==> config.mk <==
export PLATFORM = sky130hd
export DESIGN_NAME = flash_sched_core
export DESIGN_NICKNAME = d
export VERILOG_FILES = /design/src/rtl/flash_sched_core.sv
export SDC_FILE = /design/constraint.sdc
export NUM_CORES = 1
export LEC_CHECK = 0
export BUFFER_PORTS_ARGS = -buffer_cell sky130_fd_sc_hd__buf_2
export CORE_MARGIN = 5
export CORE_UTILIZATION = 28
export DETAILED_ROUTE_END_ITERATION = 8
export GPL_TIMING_DRIVEN = 0
export MAX_ROUTING_LAYER = met4
export PLACE_DENSITY = 0.38
export SYNTH_ARGS = -nofsm -noshare
export SYNTH_HDL_FRONTEND = slang
export SYNTH_SLANG_ARGS = --single-unit
==> constraint.sdc <==
create_clock -name clk -period 4.4 [get_ports clk]
set_input_delay 0.66 -clock clk [delete_from_list [all_inputs] [get_ports clk]]
set_output_delay 0.66 -clock clk [all_outputs]
set_load 0.03 [all_outputs]
==> src/rtl/flash_sched_core.sv <==
// Scheduler endpoint of the FLASH req/grant interface: process table, priority scan,
// table-change handling and a free-running tick requester toward the bridge.
module flash_sched_core #(
    parameter int NUM_PROC    = 8,
    parameter int TICK_PERIOD = 1000
) (
    input  logic                      clk,
    input  logic                      rst,
    input  logic                      sched_req,
    output logic                      sched_grant,
    output logic [15:0]               next_process,
    input  logic                      change_req,
    input  logic [7:0]                change_type,
    input  logic [15:0]               change_pid,
    input  logic [7:0]                change_pri,
    input  logic [15:0]               change_state,
    output logic                      change_grant,
    output logic                      tick_req,
    input  logic                      tick_grant,
    output logic [$clog2(NUM_PROC):0] proc_count,
    output logic [2:0]                dbg_state_o,
    output logic [1:0]                dbg_tick_state_o
);
    localparam int IW   = $clog2(NUM_PROC);
    localparam int CNTW = IW + 1;
    localparam int CW   = $clog2(TICK_PERIOD);

    // Handshakes are four-phase: a grant rises only after its req is seen high,
    // stays high until the req is sampled low, then falls on the next edge.
    typedef enum logic [2:0] {IDLE, SCAN, SGRANT, CHG, CGRANT} state_e;
    typedef enum logic [1:0] {T_IDLE, T_REQ, T_REL} tstate_e;

    state_e            state_q;
    logic [IW:0]       idx_q;
    logic [15:0]       best_pid_q;
    logic [7:0]        best_pri_q;
    logic              best_vld_q;
    logic [15:0]       next_process_q;
    logic              sched_grant_q, change_grant_q;
    logic [7:0]        c_type_q, c_pri_q;
    logic [15:0]       c_pid_q, c_state_q;
    logic [NUM_PROC-1:0] valid_q;
    logic [15:0]       pid_q [NUM_PROC];
    logic [7:0]        pri_q [NUM_PROC];
    logic [15:0]       pst_q [NUM_PROC];
    logic [CNTW-1:0]   count_q;

    tstate_e           tstate_q;
    logic [CW-1:0]     tcnt_q;
    logic              tick_pend_q, tick_req_q;

    logic              hit_d, free_d, cand_d, wrap_d;
    logic [IW-1:0]     hit_idx_d, free_idx_d, scan_idx_d;

    // Lowest-index match and lowest-index free slot; descending loop lets the lowest win.
    always_comb begin
        hit_d      = 1'b0;
        hit_idx_d  = '0;
        free_d     = 1'b0;
        free_idx_d = '0;
        for (int i = NUM_PROC - 1; i >= 0; i--) begin
            if (valid_q[i] && pid_q[i] == c_pid_q) begin
                hit_d     = 1'b1;
                hit_idx_d = IW'(i);
            end
            if (!valid_q[i]) begin
                free_d     = 1'b1;
                free_idx_d = IW'(i);
            end
        end
    end

    always_comb begin
        scan_idx_d = idx_q[IW-1:0];
        cand_d     = valid_q[scan_idx_d] && (pst_q[scan_idx_d] == 16'h0000) &&
                     (!best_vld_q || pri_q[scan_idx_d] < best_pri_q);
        wrap_d     = (tcnt_q == CW'(TICK_PERIOD - 1));
    end

    always_ff @(posedge clk or negedge rst) begin
        if (!rst) begin
            state_q        <= IDLE;
            idx_q          <= '0;
            best_pid_q     <= 16'hFFFF;
            best_pri_q     <= 8'hFF;
            best_vld_q     <= 1'b0;
            next_process_q <= 16'hFFFF;
            sched_grant_q  <= 1'b0;
            change_grant_q <= 1'b0;
            c_type_q       <= '0;
            c_pri_q        <= '0;
            c_pid_q        <= '0;
            c_state_q      <= '0;
            valid_q        <= '0;
            count_q        <= '0;
            for (int i = 0; i < NUM_PROC; i++) begin
                pid_q[i] <= '0;
                pri_q[i] <= '0;
                pst_q[i] <= '0;
            end
        end else begin
            case (state_q)
                IDLE: begin
                    if (change_req) begin
                        c_type_q  <= change_type;
                        c_pid_q   <= change_pid;
                        c_pri_q   <= change_pri;
                        c_state_q <= change_state;
                        state_q   <= CHG;
                    end else if (sched_req) begin
                        idx_q      <= '0;
                        best_vld_q <= 1'b0;
                        state_q    <= SCAN;
                    end
                end
                SCAN: begin
                    if (idx_q == CNTW'(NUM_PROC)) begin
                        next_process_q <= best_vld_q ? best_pid_q : 16'hFFFF;
                        sched_grant_q  <= 1'b1;
                        state_q        <= SGRANT;
                    end else begin
                        if (cand_d) begin
                            best_pid_q <= pid_q[scan_idx_d];
                            best_pri_q <= pri_q[scan_idx_d];
                            best_vld_q <= 1'b1;
                        end
                        idx_q <= idx_q + CNTW'(1);
                    end
                end
                SGRANT: begin
                    if (!sched_req) begin
                        sched_grant_q <= 1'b0;
                        state_q       <= IDLE;
                    end
                end
                CHG: begin
                    case (c_type_q)
                        8'h01: begin
                            if (hit_d) begin
                                pri_q[hit_idx_d] <= c_pri_q;
                                pst_q[hit_idx_d] <= c_state_q;
                            end else if (free_d) begin
                                valid_q[free_idx_d] <= 1'b1;
                                pid_q[free_idx_d]   <= c_pid_q;
                                pri_q[free_idx_d]   <= c_pri_q;
                                pst_q[free_idx_d]   <= c_state_q;
                                count_q             <= count_q + CNTW'(1);
                            end
                        end
                        8'h02: begin
                            if (hit_d) begin
                                valid_q[hit_idx_d] <= 1'b0;
                                count_q            <= count_q - CNTW'(1);
                            end
                        end
                        8'h03: begin
                            if (hit_d) begin
                                pri_q[hit_idx_d] <= c_pri_q;
                                pst_q[hit_idx_d] <= c_state_q;
                            end
                        end
                        default: ;
                    endcase
                    state_q <= CGRANT;
                end
                CGRANT: begin
                    if (!change_grant_q) begin
                        change_grant_q <= 1'b1;
                    end else if (!change_req) begin
                        change_grant_q <= 1'b0;
                        state_q        <= IDLE;
                    end
                end
                default: state_q <= IDLE;
            endcase
        end
    end

    // Wraps that land while a tick is outstanding collapse into a single pending tick.
    always_ff @(posedge clk or negedge rst) begin
        if (!rst) begin
            tstate_q    <= T_IDLE;
            tcnt_q      <= '0;
            tick_pend_q <= 1'b0;
            tick_req_q  <= 1'b0;
        end else begin
            tcnt_q <= wrap_d ? '0 : tcnt_q + CW'(1);
            if (wrap_d) begin
                tick_pend_q <= 1'b1;
            end else if (tstate_q == T_IDLE && tick_pend_q) begin
                tick_pend_q <= 1'b0;
            end
            case (tstate_q)
                T_IDLE: begin
                    if (tick_pend_q) begin
                        tick_req_q <= 1'b1;
                        tstate_q   <= T_REQ;
                    end
                end
                T_REQ: begin
                    if (tick_grant) begin
                        tick_req_q <= 1'b0;
                        tstate_q   <= T_REL;
                    end
                end
                T_REL: begin
                    if (!tick_grant) tstate_q <= T_IDLE;
                end
                default: tstate_q <= T_IDLE;
            endcase
        end
    end

    assign sched_grant      = sched_grant_q;
    assign next_process     = next_process_q;
    assign change_grant     = change_grant_q;
    assign tick_req         = tick_req_q;
    assign proc_count       = count_q;
    assign dbg_state_o      = 3'(state_q);
    assign dbg_tick_state_o = 2'(tstate_q);
endmodule

* After elaboration in Yosys (flattened, before gate mapping)
Cells that the tools add are included.
** Storage, ports and cells
- Logic and storage cells :: 247
- Output and inout port bits :: 28
- Bits of input ports :: 53
- Flip-flop bits (word level) :: 444
** Cells by class
- Mux-type cells :: 108
- Reductions and logical operators :: 38
- Magnitude comparators :: 11
- Equal/unequal tests :: 36
- Bitwise gates (word level) :: 8
- $add $sub $neg :: 4
** Operators with widths (number)
- $bwmux W128 :: 3
- $mux W128 :: 3
- $pmux W128 S2 :: 1
- $mux W64 :: 3
- $bwmux W64 :: 2
- $eq A16 B16 Y1 :: 8
- $pmux W64 S2 :: 1
- $mux W16 :: 7
- $bmux W16 S3 :: 2
- $demux W16 S3 :: 2
- $mux W3 :: 22
- $mux W8 :: 7
- $demux W8 S3 :: 2
- $mux W1 :: 31
- $ne A2 B2 Y1 const B :: 15
- $bmux W8 S3 :: 1
- $mux W4 :: 6
- $eq A8 B2 Y1 const B :: 2
- $logic_not A16 Y1 :: 1
- $pmux W4 S2 :: 2
- $pmux W8 S2 :: 1
- $logic_and A1 B1 Y1 :: 15
- $pmux W3 S5 :: 1
- $reduce_and A5 Y1 :: 3
- 36 further kinds :: 64

* Depth between registers and ports, before layout
- Depth after elaboration :: 18
- Depth in mapped cells :: 14
- Mapped depth without buffers :: 11

* Least setup slack after synthesis
Ideal clock, no wire load.
- Path type :: reg2reg
- Start :: register idx_q[0]
- End :: register best_pid_q[0]
- Slack :: 0.553 ns
- Buffers on the path :: 4
- Stages on the path, launching flop included :: 14
- Library setup time :: 0.082 ns
- Arrival time :: 3.765 ns
- Data required time :: 4.318 ns
- Clock period less this slack :: 3.847 ns
- Path through :: dfrtp_1 -> buf_2 -> buf_1 -> buf_1 -> mux4_2 -> mux2_2 -> ha_1 -> a21o_1 -> a21oi_1 -> nor2b_1 -> o21ai_0 -> nand3_1 -> clkbuf_1 -> mux2_2
** Between the ends
- Word-level cells in the longest chain between the ends :: 8
- Elaborated cells between the ends (all ways) :: 20
- Classes of those cells :: order compare (1); eq/ne (1); mux (11); bitwise (2); reduce/logical (5)
** Ends and longest elaborated chain
- from (decl) :: RTL line 34 : logic [IW:0] idx_q;
- from (signal assigned) :: RTL line 127 : idx_q <= idx_q + CNTW'(1);
- $not A3 Y4 (implied by the code) :: RTL line 75, 76, 123
- $bmux W8 S3 or $bmux W16 S3 (tied branches) :: RTL line 76, 75
- $mux W8 (implied by the code) or $mux W16 (tied branches) (2 in a row) :: RTL line 76, 75
- $lt A8 B8 Y1 or $logic_not A16 Y1 (tied branches) :: RTL line 76, 75
- $logic_or A1 B1 Y1 or $logic_and A1 B1 Y1 (tied branches) :: RTL line 76, 75
- $logic_and A1 B1 Y1 :: RTL line 75 : cand_d = valid_q[scan_idx_d] && (pst_q[scan_idx_d] == 16'h0000) &&
- $reduce_and A3 Y1 (no source line)
- to (signal assigned) :: RTL line 123 : best_pid_q <= pid_q[scan_idx_d];
- to (decl) :: RTL line 35 : logic [15:0] best_pid_q;
Several ways; a longest one is shown, not always the timed one. The select of a mux whose other input is x is not followed.
A chain may end at the register's enable or synchronous reset.

* Worst setup path after layout
- Start :: register c_pid_q[9]
- End :: register pid_q[119] in the netlist's numbering
** Between the ends
- Word-level cells in the longest chain between the ends :: 12
- Elaborated cells between the ends (all ways) :: 26
- Classes of those cells :: eq/ne (8); mux (8); bitwise (1); reduce/logical (9)
** Ends and longest elaborated chain
- from (decl) :: RTL line 41 : logic [15:0] c_pid_q, c_state_q;
- from (signal assigned) :: RTL line 106 : c_pid_q <= change_pid;
- $eq A16 B16 Y1 :: RTL line 62 : if (valid_q[i] && pid_q[i] == c_pid_q) begin
- $logic_and A1 B1 Y1 :: RTL line 62
- $mux W1 (7 in a row) :: RTL line 62
- $mux W1 * :: RTL line 62
- $not A1 Y1 (no source line) *
- $reduce_and A4 Y1 (no source line) *
- to (signal, indexed assignment) :: RTL line 144 : pid_q[free_idx_d] <= c_pid_q;
- to (decl) :: RTL line 43 : logic [15:0] pid_q [NUM_PROC];
Every way passes the cells marked *; elsewhere a longest branch is shown, timed or not.

==> impl_metrics.py <==
metrics = {
    "power_and_ir_drop": {
        "switchingPower_mw": 5.168,
        "seq_power_share": 0.373,
        "internal_power_mw": 8.580,
        "clockPowerShare": 0.319,
        "swShare": 0.3759,
        "pwr-share-comb": 0.309,
        "irDropWorstVdd_v": 0.0002871,
        "power_mw": 13.75,
        "p_leak_nw": 11.71,
        "powerDensity_nw_per_um2": 545.6,
    },
    "global_route": {
        "use_met2": 0.2570,
        "busiest_layer": "met2",
        "grt_pass1_vias": 14220,
        "grt_overflow": 0,
        "grt_max_degree": 114,
        "grt_usage": 0.1705,
        "use_met3": 0.02490,
        "antenna_found_initial": 3,
        "grt_util_met1": 0.2474,
        "grt_pass1_wl_mm": 101.5,
    },
    "cts": {
        "numCtsBuffers": 53,
        "htree_levels": 2,
        "cts_buffer_depth": 3,
        "cts_root_buf": "clkbuf_16",
        "cts_sinks": 444,
        "clock_latency_ns": 0.61,
        "postCtsSetupBuffers": 0,
        "clk_pin_slew_ns": 0.05,
        "cts_tree": "built",
    },
    "finish": {
        "layout-drive-gt1-share": 0.4271,
        "nFillCells": 7588,
        "syn_to_final_growth_pct": 16.99,
        "fin_util": 0.3313,
        "final_area_um2": 25200,
        "final_net_count": 1811,
    },
    "die": {
        "initial_core_util": 0.2831,
        "die_area_um2": 82580,
        "io_pins": 81,
        "core_um2": 76080,
        "row_count": 101,
        "die_y_um": 287.4,
        "fp.dieW_um": 287.4,
    },
    "timing": {
        "slew_headroom": 0.2012,
        "finalSetupTns_ns": 0,
        "fin_crit_sh": 0.9471,
        "worst_pin_slew_ns": 1.198,
        "timing.hold.ws_ns": 0.02972,
        "slew_violations": 0,
        "rsz0062_at_grt": "no",
        "fmax_mhz": 240.0,
        "hold_viol_final": 0,
        "finalSetupViolCount": 0,
        "min_period_ns": 4.167,
        "finalClockSkew_ns": 0.01812,
    },
    "worst_setup_path": {
        "crit_family": "simple AND/OR/NAND/NOR gates",
        "cp_num_buf_inv": 3,
        "crit_required_ns": 4.88,
        "slowest_delay_ns": 0.53,
        "cp-end-kind": "flip-flop",
        "worstPathCellList": "buf_2 -> xor2_1 -> nor4_1 -> nand4b_1 -> nor4_2 -> nand4b_1 -> a2111o_1 -> or2_1 -> buf_2 -> nor3_4 -> buf_2 -> mux2_2",
        "crit_fanout": 10,
        "cp_slowest_cell": "buf_2",
        "cpMostUsedCell": "buf_2",
        "worstSetupStartpointType": "flip-flop",
        "worstPathArrival_ns": 4.65,
        "crit_type": "reg2reg",
    },
    "yosys": {
        "synth_edf_count": 0,
        "ys_seq_elements": 444,
        "syn_inst": 1603,
        "synth.avg_cell_area_um2": 13.44,
        "synth.net_count": 1669,
        "synthFlopType": "dfrtp_1",
        "synthArstFlopShare": 1.000,
        "synth.cell_area_um2": 21540,
        "synth.distinct_cells": 68,
        "yosysWarnings": 0,
        "seq_area_frac_synth": 0.5181,
    },
    "outcome": {
        "status": "completed",
    },
    "drt": {
        "route.detailed.drc": 0,
        "avgRoutedWirePerCell_um": 24.46,
        "vias": 13690,
        "drtPass1Iterations": 4,
        "drt-initial-drc-count": 780,
        "ant_nets": 0,
        "vias_per_cell": 4.861,
        "finalWirelength_mm": 68.88,
    },
    "run": {
        "maxCapViolCount": 0,
    },
    "placed_design": {
        "place_congestion": 0.9189,
        "portBuffers": 80,
        "placed_area_um2": 23420,
        "hpwlAfterDp_mm": 49.47,
    },
    "hold_path": {
        "hold_path_class": "in2async",
    },
}
[sequential cells by signal, summed over array words and instances (netlist names), 3 cells and up]
register	count
tcnt_q	10
c_state_q	16
pid_q	128
dbg_state_o	3
proc_count	4
pst_q	128
c_pid_q	16
best_pri_q	8
c_pri_q	8
idx_q	4
next_process	16
best_pid_q	16
pri_q	64
c_type_q	8
valid_q	8
[Yosys cell counts (all sizes together), types with 6 or more instances]
cell    instances  area share
mux4           48       0.050
nand2          59       0.010
inv            26      0.0045
ha             12      0.0070
clkbuf         21      0.0037
a21oi          19      0.0044
mux2          414        0.22
xnor2          48       0.020
nor2b          24      0.0071
dfstp          40       0.049
nor3           22      0.0058
o21ai          34       0.010
nor4           58       0.018
or3             7      0.0020
nand4          20      0.0058
nand3          24      0.0056
nor2           53      0.0092
buf            73       0.021
nor4b           9      0.0037
xor2           90       0.037
nand4b          6      0.0024
or4            19      0.0070
nand2b         10      0.0029
dfrtp         404        0.47
[layout by cell type (no fill, tap or decap), drive strengths merged, types with 3 or more instances in the layout]
master,netlist,final
mux2i,4,4
dfstp,40,40
clkbuf,21,107
or4,19,19
nor2,53,53
or4b,3,3
xnor2,48,48
nor4,58,58
and3,5,5
mux4,48,48
buf,73,157
nand2,59,59
nand3,24,24
xor2,90,90
dfrtp,404,404
and4b,3,3
nand4,20,20
and2,3,3
nand2b,10,10
ha,12,12
or2,3,3
inv,26,29
a31oi,4,4
nand4b,6,6
a21oi,19,19
mux2,414,414
nor4b,9,9
nor3,22,22
or3,7,7
o21bai,3,3
o21ai,34,34
a211oi,4,4
o21a,3,3
nor2b,24,24
clkinv,0,7
[metrics by stage]
stage | cells | setup slack (ns)
global placement | 2713 | -6.977
CTS | 2814 | 0.002341
global route | 2816 | 0.05231
finish | 2816 | 0.2328
floorplan | 1603 | 0.5533
detailed placement | 2720 | -1.091
[final cells by class]
class	count	area [um^2]	share of cell area
Inverter	26	97.59	0.003873
Timing Repair Buffer	87	558.0	0.02214
Antenna cell	2	5.005	0.0001986
Sequential cell	444	11160	0.4429
Clock inverter	11	102.6	0.004071
Clock buffer	83	1623	0.06440
Tap cell	1030	1289	0.05114
Multi-Input combinational cell	1039	9808	0.3892
Buffer	94	556.8	0.02209
[power by group through the flow]
stage | Sequential (mW) | Combinational (mW) | Clock, mW
floorplan | 5.10 | 2.43 | 0
global placement | 5.22 | 4.26 | 0
detailed placement | 5.22 | 4.27 | 0
CTS | 5.15 | 4.30 | 4.55
global route | 5.20 | 4.54 | 4.69
finish | 5.12 | 4.25 | 4.38
[timing repair]
| action | in CTS | in global routing |
|---|---|---|
| hold buffers | 0 | 0 |
| gates resized for setup | 23 | 6 |
| endpoints found under the setup margin | 35 | 40 |
[kinds of logic (layout without fill, tap and decap cells)]
family	count (synthesis)	in the layout	share of synthesized area
and+or+nand+nor	334	334	0.08800
DFF	444	444	0.5181
buffers and inverters	120	301	0.02916
muxes	466	466	0.2730
xor gates and xnor gates	138	138	0.05611
adders and majority gates	13	13	0.007899
other	0	2	0
AOI/OAI and AO/OA	88	88	0.02771
[routing by layer]
metal / vias up / share of wire
li1: 6128 / -
met2: 238 / 0.45
met4: 0 / 0.017
met5: - / 0
met1: 7238 / 0.50
met3: 84 / 0.036
[path summary, 6_finish.rpt]
| kind | startpoint | endpoint | slack, ns | cells after the start |
|---|---|---|---|---|
| min in group clk | tick_grant | dbg_tick_state_o[0] | 0.25 | 2 |
| max | c_pid_q[9] | pid_q[119] | 0.23 | 12 |
| max in group asynchronous | rst | c_state_q[14] | 2.82 | 3 |
| max reg2reg | c_pid_q[9] | pid_q[119] | 0.23 | 12 |
| min reg2reg | tcnt_q[0] | tcnt_q[0] | 0.45 | 1 |
| min | rst | pid_q[41] | 0.03 | 1 |
(Power assumes the default switching activity.)
